`src/rtl/spi_dac_receiver.sv`:
```
// -----------------------------------------------------------------------------
// spi_dac_receiver
//
// This is the receive-side model of the serial DAC write interface
// (SCK / CS_N / SDI / LDAC_N). It synchronizes the four serial pins into the
// `clock` domain and deserializes {command, data} frames into a shift register.
// A frame is checked when cs_n rises.
//
// Commands:
//   0x0       write input_code
//   0x3       write input_code and dac_code
//   all ones  software clear of both registers
//
// A falling edge on ldac_n copies input_code to dac_code.
//
// Ports:
//   clock        system clock, rising edge
//   reset        asynchronous, active-low reset
//   sck          serial clock from the DAC writer (asynchronous)
//   cs_n         frame select, active-low
//   sdi          serial data, MSB first, sampled on sck rising edge
//   ldac_n       load-DAC strobe, active-low, falling edge acts
//   input_code   holding register
//   dac_code     active DAC output code
//   word_valid   1-cycle pulse: good frame written to input_code
//   code_update  1-cycle pulse: dac_code reloaded (LDAC, 0x3 or clear)
//   frame_error  1-cycle pulse: wrong bit count or unknown command
//   busy         high while a frame is being shifted in
// -----------------------------------------------------------------------------
module spi_dac_receiver #(
  parameter int CMD_BITS    = 4,
  parameter int DATA_BITS   = 12,
  parameter int FRAME_BITS  = 16,   // must equal CMD_BITS + DATA_BITS
  parameter int SYNC_STAGES = 2     // >= 2
) (
  input  logic                 clock,
  input  logic                 reset,
  input  logic                 sck,
  input  logic                 cs_n,
  input  logic                 sdi,
  input  logic                 ldac_n,
  output logic [DATA_BITS-1:0] input_code,
  output logic [DATA_BITS-1:0] dac_code,
  output logic                 word_valid,
  output logic                 code_update,
  output logic                 frame_error,
  output logic                 busy
);

  // The counter must reach FRAME_BITS+1 so that over-long frames are distinct
  // from exact-length frames.
  localparam int CNT_W = $clog2(FRAME_BITS + 2);
  localparam logic [CNT_W-1:0] CNT_FULL = CNT_W'(FRAME_BITS);
  localparam logic [CNT_W-1:0] CNT_SAT  = CNT_W'(FRAME_BITS + 1);

  localparam logic [CMD_BITS-1:0] CMD_WRITE        = '0;
  localparam logic [CMD_BITS-1:0] CMD_WRITE_UPDATE = CMD_BITS'(3);
  localparam logic [CMD_BITS-1:0] CMD_CLEAR        = '1;

  // Packed pin vector layout: {ldac_n, sdi, cs_n, sck}.
  localparam int IDX_SCK  = 0;
  localparam int IDX_CS   = 1;
  localparam int IDX_SDI  = 2;
  localparam int IDX_LDAC = 3;

  // NOTE: the synchronizers reset to the idle pin levels (cs_n/ldac_n high),
  // not to zero. Resetting them to zero would fake a cs_n/ldac_n rising edge
  // right after reset.
  localparam logic [3:0] PINS_IDLE = 4'b1010;

  typedef enum logic [1:0] {
    ST_IDLE,
    ST_SHIFT,
    ST_CHECK
  } state_e;

  // Synchronizer chains and one-cycle delays used for edge detection.
  logic [SYNC_STAGES-1:0][3:0] sync_q, sync_d;
  logic sck_dly_q, sck_dly_d;
  logic cs_dly_q, cs_dly_d;
  logic ldac_dly_q, ldac_dly_d;

  state_e                state_q, state_d;
  logic [CNT_W-1:0]      cnt_q, cnt_d;
  logic [FRAME_BITS-1:0] shreg_q, shreg_d;
  logic [DATA_BITS-1:0]  input_code_q, input_code_d;
  logic [DATA_BITS-1:0]  dac_code_q, dac_code_d;
  logic                  word_valid_q, word_valid_d;
  logic                  code_update_q, code_update_d;
  logic                  frame_error_q, frame_error_d;
  logic                  busy_q, busy_d;

  logic [3:0]           pins_s;
  logic                 sck_rise, cs_fall, cs_rise, ldac_fall, sdi_s;
  logic [CMD_BITS-1:0]  frame_cmd;
  logic [DATA_BITS-1:0] frame_data;

  assign pins_s     = sync_q[SYNC_STAGES-1];
  assign sdi_s      = pins_s[IDX_SDI];
  assign sck_rise   =  pins_s[IDX_SCK]  & ~sck_dly_q;
  assign cs_fall    = ~pins_s[IDX_CS]   &  cs_dly_q;
  assign cs_rise    =  pins_s[IDX_CS]   & ~cs_dly_q;
  assign ldac_fall  = ~pins_s[IDX_LDAC] &  ldac_dly_q;
  assign frame_cmd  = shreg_q[FRAME_BITS-1 -: CMD_BITS];
  assign frame_data = shreg_q[DATA_BITS-1:0];

  always_comb begin
    // NOTE: every signal assigned in this block gets a default first, so no
    // path can leave one unassigned and infer a latch.
    sync_d[0]     = {ldac_n, sdi, cs_n, sck};
    for (int i = 1; i < SYNC_STAGES; i++) begin
      sync_d[i] = sync_q[i-1];
    end
    sck_dly_d     = pins_s[IDX_SCK];
    cs_dly_d      = pins_s[IDX_CS];
    ldac_dly_d    = pins_s[IDX_LDAC];

    state_d       = state_q;
    cnt_d         = cnt_q;
    shreg_d       = shreg_q;
    input_code_d  = input_code_q;
    dac_code_d    = dac_code_q;
    word_valid_d  = 1'b0;
    code_update_d = 1'b0;
    frame_error_d = 1'b0;

    // LDAC acts in every state. A CHECK write in the same cycle overrides the
    // source below, and code_update stays a single pulse.
    if (ldac_fall) begin
      dac_code_d    = input_code_q;
      code_update_d = 1'b1;
    end

    case (state_q)
      ST_IDLE: begin
        // sck edges are ignored here.
        if (cs_fall) begin
          state_d = ST_SHIFT;
          cnt_d   = '0;
          shreg_d = '0;
        end
      end

      ST_SHIFT: begin
        if (sck_rise) begin
          // Bits beyond a full frame are dropped. The count keeps going up
          // to CNT_SAT so that the frame is still flagged as too long.
          if (cnt_q < CNT_FULL) shreg_d = {shreg_q[FRAME_BITS-2:0], sdi_s};
          if (cnt_q != CNT_SAT) cnt_d = cnt_q + 1'b1;
        end
        if (cs_rise) state_d = ST_CHECK;
      end

      ST_CHECK: begin
        state_d = ST_IDLE;
        if (cnt_q != CNT_FULL) begin
          frame_error_d = 1'b1;
        end else if (frame_cmd == CMD_WRITE) begin
          input_code_d = frame_data;
          word_valid_d = 1'b1;
          if (ldac_fall) dac_code_d = frame_data;
        end else if (frame_cmd == CMD_WRITE_UPDATE) begin
          input_code_d  = frame_data;
          dac_code_d    = frame_data;
          word_valid_d  = 1'b1;
          code_update_d = 1'b1;
        end else if (frame_cmd == CMD_CLEAR) begin
          input_code_d  = '0;
          dac_code_d    = '0;
          code_update_d = 1'b1;
        end else begin
          frame_error_d = 1'b1;
        end

        // A new frame may start back-to-back. Capture an sck edge that lands
        // in this same cycle so that the first bit is not lost.
        if (cs_fall) begin
          state_d = ST_SHIFT;
          cnt_d   = sck_rise ? CNT_W'(1) : '0;
          shreg_d = sck_rise ? FRAME_BITS'(sdi_s) : '0;
        end
      end

      default: state_d = ST_IDLE;
    endcase

    busy_d = (state_d == ST_SHIFT);
  end

  // NOTE: sequential state is updated with non-blocking assignments, so every
  // flop samples the pre-edge value of the others.
  always_ff @(posedge clock or negedge reset) begin
    if (!reset) begin
      sync_q        <= {SYNC_STAGES{PINS_IDLE}};
      sck_dly_q     <= 1'b0;
      cs_dly_q      <= 1'b1;
      ldac_dly_q    <= 1'b1;
      state_q       <= ST_IDLE;
      cnt_q         <= '0;
      shreg_q       <= '0;
      input_code_q  <= '0;
      dac_code_q    <= '0;
      word_valid_q  <= 1'b0;
      code_update_q <= 1'b0;
      frame_error_q <= 1'b0;
      busy_q        <= 1'b0;
    end else begin
      sync_q        <= sync_d;
      sck_dly_q     <= sck_dly_d;
      cs_dly_q      <= cs_dly_d;
      ldac_dly_q    <= ldac_dly_d;
      state_q       <= state_d;
      cnt_q         <= cnt_d;
      shreg_q       <= shreg_d;
      input_code_q  <= input_code_d;
      dac_code_q    <= dac_code_d;
      word_valid_q  <= word_valid_d;
      code_update_q <= code_update_d;
      frame_error_q <= frame_error_d;
      busy_q        <= busy_d;
    end
  end

  assign input_code  = input_code_q;
  assign dac_code    = dac_code_q;
  assign word_valid  = word_valid_q;
  assign code_update = code_update_q;
  assign frame_error = frame_error_q;
  assign busy        = busy_q;

endmodule

```
`config.mk`:
```
export PLATFORM = sky130hd
export DESIGN_NAME = spi_dac_receiver
export DESIGN_NICKNAME = d
export VERILOG_FILES = /design/src/rtl/spi_dac_receiver.sv
export SDC_FILE = /design/constraint.sdc
export NUM_CORES = 1
export LEC_CHECK = 0
export ABC_AREA = 1
export BUFFER_PORTS_ARGS = -buffer_cell sky130_fd_sc_hd__buf_2
export CAP_MARGIN = 20
export CORE_AREA = 5 5 76 78
export CTS_CLUSTER_DIAMETER = 50
export CTS_CLUSTER_SIZE = 28
export DETAILED_ROUTE_END_ITERATION = 16
export DIE_AREA = 0 0 81 83
export PLACE_DENSITY = 0.81
export REMOVE_ABC_BUFFERS = 1
export SETUP_SLACK_MARGIN = 0.02
export SLEW_MARGIN = 20
export SYNTH_ARGS = -nofsm -noshare
export SYNTH_HDL_FRONTEND = slang
export SYNTH_SLANG_ARGS = --single-unit
```
`constraint.sdc`:
```
create_clock -name clock -period 3.3 [get_ports clock]
set_clock_uncertainty 0.05 [all_clocks]
set_input_delay 0.66 -clock clock [delete_from_list [all_inputs] [get_ports clock]]
set_output_delay 0.66 -clock clock [all_outputs]
set_load 0.02 [all_outputs]
```
==> results of run 1 <==
how the worst max path moves through the flow:
stage | from | to | depth (start not counted)
after global placement | state_q[1]$_DFF_PN0_ | shreg_q[4]$_DFFE_PN0P_ | 7
after detailed placement | state_q[1]$_DFF_PN0_ | shreg_q[3]$_DFFE_PN0P_ | 7
final | state_q[1]$_DFF_PN0_ | shreg_q[3]$_DFFE_PN0P_ | 7
after CTS | state_q[1]$_DFF_PN0_ | shreg_q[3]$_DFFE_PN0P_ | 7
after global routing | state_q[1]$_DFF_PN0_ | shreg_q[3]$_DFFE_PN0P_ | 7
after floorplan | state_q[1]$_DFF_PN0_ | shreg_q[0]$_DFFE_PN0P_ | 7
metal layers:
layer  GRT usage  vias up  wire length, µm
met5           0        -                0
met4     0.08449        0              125
met3     0.06818       10              378
met2      0.3181       55             2901
met1      0.2401     1111             2555
li1            -     1178                -
area by class of cell:
type                       instances  share of cell area
clock buffer                      13             0.04474
inverter                          28             0.03459
clock inverter                     3            0.006391
sequential                        62              0.4684
tap                               70             0.02632
multi-input combinational        244              0.3632
timing repair buffer              36             0.05639
registers in the layout (all words and copies together) (netlist names), 2 cells and up:
register	count
input_code	12
cnt_q	5
dac_code	12
state_q	2
pins_s	4
shreg_q	16
sync_d	4
power groups by stage:
stage | Clock [mW] | Sequential (mW) | Combinational [mW]
2_1_floorplan | 0 | 0.842 | 0.215
3_3_place_gp | 0 | 0.836 | 0.304
3_5_place_dp | 0 | 0.840 | 0.311
4_1_cts | 0.599 | 0.825 | 0.312
5_1_grt | 0.636 | 0.830 | 0.355
6_report | 0.581 | 0.825 | 0.312
critical path, stage by stage (launching register included):
cell and delay [ns]:
dfrtp_1 0.40, inv_1 0.12, ha_1 0.35, nand3_1 0.13, nand2_2 0.10, nand3_2 0.47, nand2_1 0.25, o21ai_2 0.07
cell usage in the layout, fill, tap and decap left out, drive strengths merged:
master / netlist / routed
nand2: 153 / 153
dfrtp: 56 / 56
buf: 9 / 36
nand3: 31 / 31
inv: 28 / 28
o21ai: 28 / 28
clkbuf: 1 / 13
nand4: 8 / 8
ha: 7 / 7
nor2: 7 / 7
dfstp: 6 / 6
a21oi: 4 / 4
clkinv: 0 / 2
o31ai: 1 / 1
a31oi: 1 / 1
o211ai: 1 / 1
nand3b: 1 / 1
or2: 1 / 1
o21bai: 1 / 1
clkinvlp: 0 / 1
per-stage QoR:
step,setup WS (ns),hold WS (ns)
final,1.202,0.2971
after floorplan,1.236,0.2812
after CTS,1.202,0.3012
after global routing,1.006,0.3111
after detailed placement,1.215,0.2858
after global placement,1.308,0.2823
kinds of logic (layout without fill, tap and decap cells):
| family | after synthesis | in the layout | share of synthesized area |
|---|---|---|---|
| and+or+nand+nor | 201 | 201 | 0.3079 |
| buffers and inverters | 38 | 80 | 0.06311 |
| DFF | 62 | 62 | 0.5277 |
| adders and majority gates | 7 | 7 | 0.02965 |
| AOI/OAI and AO/OA | 36 | 36 | 0.07159 |
==> results.toml, run 1 <==
[logic_synthesis]
synth_top_area_share = 0.4744
yosysUniqueCellTypes = 32
ys_async_sr_fraction = 1.000
synth_cells = 344
synthTopCellsByCount = "147 x nand2_1, 56 x dfrtp_1, 26 x nand3_1"
synthFlopType = "dfrtp_1"
avgSynthCellArea_um2 = 8.587
synth_edf_count = 0
post_synth_instance_area_um2 = 2954
yosysMostFrequentCell = "nand2_1"
ys_seq_area_frac = 0.5277
synthTopCellsByArea = "dfrtp_1 47%, nand2_1 19%, dfstp_2 5.3%"
ys_ff_latch = 62
ys_warn_count = 0
yosys.area.top_type = "dfrtp_1"

[placed_design]
dp_hpwl_um = 4184
place_area_um2 = 3158
routabilityCongestion = 0.8331
io_buffers = 33
placedCellCount = 440

[sta]
min_period_ns = 2.098
worst_slew_pin_slew_ns = 0.6652
post-route-period-util = 0.6358
rsz0062_at_grt = "false"
hold_viol = 0
setup_viol = 0
final-max-slew-violation-count = 0
max_freq_mhz = 476.6
relSlewSlack = 0.5565
setup-tns-final_ns = 0

[cts]
root_buffer = "clkbuf_8"
cts_resized = 0
clk_latency_ns = 0.34
clock_path_buffers = 2
cts_tree = "yes"
cts.sinks = 62
cts_made_buffers = 9
postCtsHoldBufs = 0
htreeDepth = 3
cts_setup_buffers = 0
clk_pin_slew_ns = 0.07

[global_route]
grt_usage = 0.1986
grt_max_degree = 33
grt-ovfl-total = 0
grt_pass1_vias = 2302
antenna_found_initial = 0
grt_pass1_wl_um = 10370

[routing]
dr.pass1.iters = 4
ant_nets = 0
drt_iter0_markers = 169
vias = 2354
viasPerCell = 5.162
wl_um = 5959
wl_per_cell_um = 13.07
drc = 0

[floorplan]
start_util = 0.5897
rows = 26
die_area_um2 = 6723
die_height_um = 83
ios = 34
coreArea_um2 = 5010
die_w_um = 81

[layout]
nNetsFinal = 394
fin_util = 0.6643
diodes = 0
fillCellCount = 435
final_cells = 456
area_growth_pct = 12.66
seqCellArea_um2 = 1559
multi_input_area_um2 = 1209
layout-drive-gt1-share = 0.2047
fin_area_um2 = 3328

[critical_path]
reg2regPathDepth = 7
path_class = "flop to flop"
crit_arrival_ns = 2.25
r2r-start = "state_q[1]$_DFF_PN0_"
rr_endpoint = "shreg_q[3]$_DFFE_PN0P_"
cp_max_fo = 32
cp-end-kind = "flop"
startpoint_type = "flop"
cp.required_ns = 3.45
ff2ff_setup_slack_ns = 1.20

[power]
vdd_drop_max_v = 0.0003246
clock_power_share = 0.338
p_sw_frac = 0.3167
p_leak_nw = 1.726
finalPower_mw = 1.718
share_seq_of_total_power = 0.480
power_density_nw_per_um2 = 516.3
intPower_mw = 1.174
comb_power_share = 0.182
switchingPower_uw = 544.1

[hold_path]
timing.hold.worst.class = "input pin to async pin"

[outcome]
status = "complete, no violations"

[run]
max-cap-violations = 0
Note: power is estimated with default switching activity, not from simulation.
==> run 2, diff against run 1 <==
--- a/config.mk
+++ b/config.mk
@@ -5,15 +5,15 @@
 export SDC_FILE = /design/constraint.sdc
 export NUM_CORES = 1
 export LEC_CHECK = 0
-export ABC_AREA = 1
+export ABC_AREA = 0
 export BUFFER_PORTS_ARGS = -buffer_cell sky130_fd_sc_hd__buf_2
 export CAP_MARGIN = 20
-export CORE_AREA = 5 5 76 78
+export CORE_AREA = 5 5 80 82
 export CTS_CLUSTER_DIAMETER = 50
 export CTS_CLUSTER_SIZE = 28
 export DETAILED_ROUTE_END_ITERATION = 16
-export DIE_AREA = 0 0 81 83
-export PLACE_DENSITY = 0.81
+export DIE_AREA = 0 0 85 87
+export PLACE_DENSITY = 0.74
 export REMOVE_ABC_BUFFERS = 1
 export SETUP_SLACK_MARGIN = 0.02
 export SLEW_MARGIN = 20
==> constraint.sdc (replaced) <==
create_clock -name clock -period 1.9 [get_ports clock]
set_clock_uncertainty 0.05 [all_clocks]
set_input_delay 0.38 -clock clock [delete_from_list [all_inputs] [get_ports clock]]
set_output_delay 0.38 -clock clock [all_outputs]
set_load 0.02 [all_outputs]
==> run 2 against run 1 <==
Compared with the run above:
- power up 110%
- global-route usage down 2.8 points
- synthesized cell count down 31%
- via count down 16%
- die area up 10%
- critical endpoint is now cnt_q[4]$_DFFE_PN0P_
- highest routed layer unchanged
==> results.toml, run 2 <==
[outcome]
status = "complete, no violations"

[cts]
clock_path_buffers = 2
clk_latency_ns = 0.34
cts_tree = "yes"
clk_pin_slew_ns = 0.07
cts.sinks = 62
root_buffer = "clkbuf_8"
htreeDepth = 3
cts_made_buffers = 9

[routing]
drt_iter0_markers = 92
ant_nets = 0
dr.pass1.iters = 4
drc = 0
wl_per_cell_um = 15.47
viasPerCell = 5.315
wl_um = 5739
vias = 1972

[logic_synthesis]
synthTopCellsByCount = "56 x dfrtp_1, 26 x mux2i_1, 26 x nand2_1"
synth_edf_count = 0
ys_async_sr_fraction = 1.000
ys_warn_count = 0
yosysUniqueCellTypes = 56
synth_cells = 237
post_synth_instance_area_um2 = 2824
ys_seq_area_frac = 0.5521
ys_ff_latch = 62
synthFlopType = "dfrtp_1"
yosys.area.top_type = "dfrtp_1"
synthTopCellsByArea = "dfrtp_1 50%, mux2i_1 9.2%, dfstp_2 5.6%"
yosysMostFrequentCell = "dfrtp_1"
avgSynthCellArea_um2 = 11.92
synth_top_area_share = 0.4962

[sta]
worst_slew_pin_slew_ns = 0.4146
max_freq_mhz = 553.4
hold_viol = 0
final-max-slew-violation-count = 0
setup_viol = 0
min_period_ns = 1.807
relSlewSlack = 0.7207
post-route-period-util = 0.9510
setup_slack_ns = 0.09306
rsz0062_at_grt = "false"

[floorplan]
die_height_um = 87
die_w_um = 85
rows = 28
start_util = 0.4976
die_area_um2 = 7395
coreArea_um2 = 5675
ios = 34

[placed_design]
placedCellCount = 350
dp_hpwl_um = 3820
place_ws_ns = 0.05612
io_buffers = 33
routabilityCongestion = 0.8131

[power]
vdd_drop_max_v = 0.0008186
power_density_nw_per_um2 = 1069
p_leak_nw = 1.729

[critical_path]
cp.required_ns = 2.08
reg2regPathDepth = 7
path_class = "flop to flop"
crit_chain = "inv_2 -> ha_4 -> nor2_4 -> mux2i_2 -> buf_4 -> a21oi_1 -> a221o_1"
startpoint_type = "flop"
rr_endpoint = "cnt_q[4]$_DFFE_PN0P_"
ff2ff_setup_slack_ns = 0.09
cp_max_fo = 4
cp-end-kind = "flop"
crit_slowest_cell = "dfrtp_1"
slowest_delay_ns = 0.43
crit_arrival_ns = 1.99
r2r-start = "state_q[1]$_DFF_PN0_"

[global_route]
grt_pass1_wl_um = 9770
grt-ovfl-total = 0
grt_pass1_vias = 2004
grt_max_degree = 49
antenna_found_initial = 0
grt_usage = 0.1708

[layout]
diodes = 0
layout-drive-gt1-share = 0.3142
final_cell_mix = "56 x dfrtp_1, 33 x buf_2, 26 x mux2i_1, 26 x nand2_1, 21 x inv_1"
area_growth_pct = 20.25
final_common_cell = "dfrtp_1"
regMostFlops = "shreg_q"
fillCellCount = 492
nNetsFinal = 304
largest_reg_flops = 16
final_cells = 371

[hold_path]
timing.hold.worst.class = "input pin to flop"
hold_depth = 1
hold_start = "ldac_n"
holdPathEnd = "sync_d[7]$_DFF_PN1_"

[run]
max-cap-violations = 0
==> run 2: cell count changes after synthesis, moves of 5 or more <==
| cell | before | now |
|---|---|---|
| o21ai_1 | 10 | 0 |
| nand4_1 | 8 | 2 |
| mux2i_1 | 0 | 26 |
| o21ai_2 | 6 | 1 |
| nand2_1 | 147 | 26 |
| nand2_4 | 5 | 0 |
| a22o_1 | 0 | 14 |
| nand3_1 | 26 | 3 |
==> run 2: metrics by stage <==
stage	total power, mW	TNS, ns	util	instance area (µm²)	hold slack (ns)
floorplan	2.057	-5.356	-	2733	0.03441
global placement	2.365	0	0.5500	3122	0.2696
detailed placement	2.388	0	0.5500	3122	0.2718
CTS	3.451	0	0.5840	3314	0.06157
global route	3.822	0	0.5983	3396	0.04993
finish	3.629	0	0.5983	3396	0.07426
==> run 2: power by group <==
group / leakage (nW) / switching [mW] / internal [mW] / total, mW
combinational: 0.821 / 0.576 / 0.544 / 1.12
clock: 0.0800 / 0.565 / 0.486 / 1.05
sequential: 0.829 / 0.0554 / 1.40 / 1.46
==> run 2: how the worst max path moves through the flow <==
| stage | start | end | slack (ns) |
|---|---|---|---|
| finish | state_q[1]$_DFF_PN0_ | cnt_q[4]$_DFFE_PN0P_ | 0.09 |
| global route | state_q[1]$_DFF_PN0_ | cnt_q[0]$_DFFE_PN0P_ | 0.004 |
| CTS | state_q[1]$_DFF_PN0_ | shreg_q[1]$_DFFE_PN0P_ | 0.05 |
| detailed placement | state_q[1]$_DFF_PN0_ | shreg_q[1]$_DFFE_PN0P_ | 0.06 |
| global placement | state_q[1]$_DFF_PN0_ | shreg_q[8]$_DFFE_PN0P_ | 0.11 |
| floorplan | state_q[1]$_DFF_PN0_ | shreg_q[0]$_DFFE_PN0P_ | -0.35 |
==> run 2: metal layers <==
| layer | GRT usage | vias up | wire [µm] |
|---|---|---|---|
| li1 | - | 939 | - |
| met1 | 0.2171 | 981 | 2698 |
| met4 | 0.07050 | 0 | 109 |
| met3 | 0.05676 | 10 | 254 |
| met5 | 0 | - | 0 |
| met2 | 0.2691 | 42 | 2677 |
==> run 2: kinds of logic (layout without fill, tap and decap cells) <==
| family | after synthesis | after routing | share of synthesized area |
|---|---|---|---|
| adder cells (fa/ha/maj) | 7 | 7 | 0.03101 |
| AND/OR/NAND/NOR | 55 | 55 | 0.1090 |
| multiplexers | 28 | 28 | 0.1010 |
| buffers and inverters | 31 | 90 | 0.06158 |
| AO/OA/AOI/OAI | 52 | 52 | 0.1391 |
| XOR/XNOR | 2 | 2 | 0.006204 |
| flip-flops | 62 | 62 | 0.5521 |
==> run 2: what timing repair did <==
action | CTS | global route
hold buffers | 1 | 0
endpoints found under the hold margin | 11 | 0
buffers inserted | 0 | 3
resized for setup | 0 | 7
endpoints found under the setup margin | 0 | 27
==> run 2: worst max-delay path, delay by kind of cell, from the launching register on <==
kind                     cells  cell delay [ns]
flip-flops                   1             0.43
AO/OA/AOI/OAI                2             0.37
multiplexers                 1             0.30
buffers and inverters        2             0.26
adder cells (fa/ha/maj)      1             0.18
AND/OR/NAND/NOR              1             0.11
==> run 2: final cells by class <==
type | instances | area, µm² | share of cell area
well taps | 75 | 93.84 | 0.02763
repair buffers | 52 | 352.8 | 0.1039
flip-flops and latches | 62 | 1559 | 0.4591
inverters | 22 | 82.58 | 0.02432
clock buffers | 9 | 123.9 | 0.03648
multi-input cells | 144 | 1125 | 0.3312
clock inverters | 7 | 58.81 | 0.01732
==> run 3, diff against run 2 <==
--- a/config.mk
+++ b/config.mk
@@ -6,7 +6,7 @@
 export NUM_CORES = 1
 export LEC_CHECK = 0
 export ABC_AREA = 0
-export BUFFER_PORTS_ARGS = -buffer_cell sky130_fd_sc_hd__buf_2
+export BUFFER_PORTS_ARGS = -buffer_cell sky130_fd_sc_hd__clkbuf_2
 export CAP_MARGIN = 20
 export CORE_AREA = 5 5 80 82
 export CTS_CLUSTER_DIAMETER = 50
==> run 3 against run 2 <==
Compared with the run above:
- global-route usage is 0.60 points lower
- design area is 0.22% higher
- sequential share of layout area is 0.10 points lower
- maximum frequency is 1.3% higher
- sequential power hardly changed
- core utilization is 0.13 points higher
==> results.toml, run 3 (synthesis results as in run 2) <==
[floorplan]
die_area_um2 = 7395
die_w_um = 85
die_height_um = 87
start_util = 0.4976
coreArea_um2 = 5675
rows = 28
ios = 34

[run]
max-cap-violations = 0

[critical_path]
cp_max_fo = 17
cp.required_ns = 2.12
startpoint_type = "flop"
r2r-start = "state_q[1]$_DFF_PN0_"
rr_endpoint = "shreg_q[9]$_DFFE_PN0P_"
ff2ff_setup_slack_ns = 0.12
crit_arrival_ns = 2.00
path_class = "flop to flop"
reg2regPathDepth = 7
cp-end-kind = "flop"

[hold_path]
hold_start = "cs_n"
hold_depth = 1
holdPathEnd = "sync_d[5]$_DFF_PN1_"
timing.hold.worst.class = "input pin to flop"

[layout]
regMostFlops = "shreg_q"
final_common_cell = "dfrtp_1"
layout-drive-gt1-share = 0.3048
nNetsFinal = 300
area_growth_pct = 20.51
final_cells = 367
final_cell_mix = "56 x dfrtp_1, 33 x clkbuf_2, 26 x nand2_1, 25 x mux2i_1, 22 x inv_1"
diodes = 0
largest_reg_flops = 16
fin_util = 0.5996

[cts]
htreeDepth = 3
clock_path_buffers = 2
root_buffer = "clkbuf_8"
cts.sinks = 62
cts_made_buffers = 9
clk_latency_ns = 0.35
clk_pin_slew_ns = 0.07
cts_tree = "yes"

[sta]
max_freq_mhz = 560.4
min_period_ns = 1.784
setup_viol = 0
post-route-period-util = 0.9391
worst_slew_pin_slew_ns = 0.4042
rsz0062_at_grt = "false"
relSlewSlack = 0.7277
setup-tns-final_ns = 0
final-max-slew-violation-count = 0
hold_viol = 0

[global_route]
grt_pass1_wl_um = 9384
grt_max_degree = 63
grt_usage = 0.1648
antenna_found_initial = 0
grt-ovfl-total = 0
grt_pass1_vias = 1940

[power]
p_leak_nw = 1.695
share_seq_of_total_power = 0.392
comb_power_share = 0.287
switchingPower_mw = 1.178
intPower_mw = 2.535
p_sw_frac = 0.3173
vdd_drop_max_v = 0.0005905
finalPower_mw = 3.713
power_density_nw_per_um2 = 1091
clock_power_share = 0.321

[placed_design]
placedCellCount = 347
dp_hpwl_um = 3712
io_buffers = 33
routabilityCongestion = 0.7729

[routing]
wl_per_cell_um = 15.44
ant_nets = 0
vias = 1972
wl_um = 5668
viasPerCell = 5.373
dr.pass1.iters = 4
drc = 0
drt_iter0_markers = 109

[outcome]
status = "complete, no violations"
run 3: per-stage QoR:
step	setup WS [ns]	instance area [µm²]	hold slack (ns)
2_1_floorplan	-0.3544	2733	0.03441
3_3_place_gp	0.08977	3099	0.2836
3_5_place_dp	0.01470	3099	0.2865
4_1_cts	0.02427	3337	0.03696
5_1_grt	0.01968	3403	0.03823
6_report	0.1156	3403	0.05293
run 3: what timing repair did:
item                                    CTS  global route
pin swaps                                 0             0
endpoints found under the hold margin    56             0
endpoints found under the setup margin   16            35
hold buffers                              1             0
cloned                                    0             1
setup buffers                             2             0
gates resized for setup                   1             9
run 3: layout make-up:
cell class / count / area, µm²
multi-input cells: 144 / 1136
well taps: 75 / 93.84
inverters: 22 / 82.58
fillers: 480 / 2272
clock inverters: 7 / 81.33
clock buffers: 9 / 123.9
flip-flops and latches: 62 / 1559
repair buffers: 48 / 326.6
run 3: per-layer routing:
layer | GRT usage | wire length (µm) | vias up
met5 | 0 | 0 | -
met3 | 0.04352 | 269 | 13
met2 | 0.2521 | 2637 | 37
li1 | - | - | 937
met1 | 0.2131 | 2605 | 985
met4 | 0.09209 | 155 | 0
run 3: power by group through the flow:
stage	logic, mW	registers (mW)	clock network, mW
floorplan	0.561	1.50	0
global placement	0.863	1.48	0
detailed placement	0.877	1.48	0
CTS	0.939	1.45	1.22
global route	1.16	1.46	1.28
finish	1.07	1.45	1.19
run 3: worst max-delay path, stage by stage (launching register included):
cell	delay (ns)
dfrtp_1	0.41
inv_1	0.11
ha_2	0.25
buf_6	0.19
o21ai_0	0.18
nand2b_4	0.15
buf_12	0.14
mux2i_2	0.21
run 3: worst max path at each step:
| stage | startpoint | to | slack [ns] | cells after the start |
|---|---|---|---|---|
| after floorplan | state_q[1]$_DFF_PN0_ | shreg_q[0]$_DFFE_PN0P_ | -0.35 | 5 |
| after global placement | state_q[1]$_DFF_PN0_ | shreg_q[4]$_DFFE_PN0P_ | 0.09 | 7 |
| after detailed placement | state_q[0]$_DFF_PN0_ | shreg_q[12]$_DFFE_PN0P_ | 0.01 | 7 |
| after CTS | state_q[0]$_DFF_PN0_ | shreg_q[9]$_DFFE_PN0P_ | 0.02 | 7 |
| after global routing | state_q[1]$_DFF_PN0_ | shreg_q[9]$_DFFE_PN0P_ | 0.02 | 7 |
| final | state_q[1]$_DFF_PN0_ | shreg_q[9]$_DFFE_PN0P_ | 0.12 | 7 |
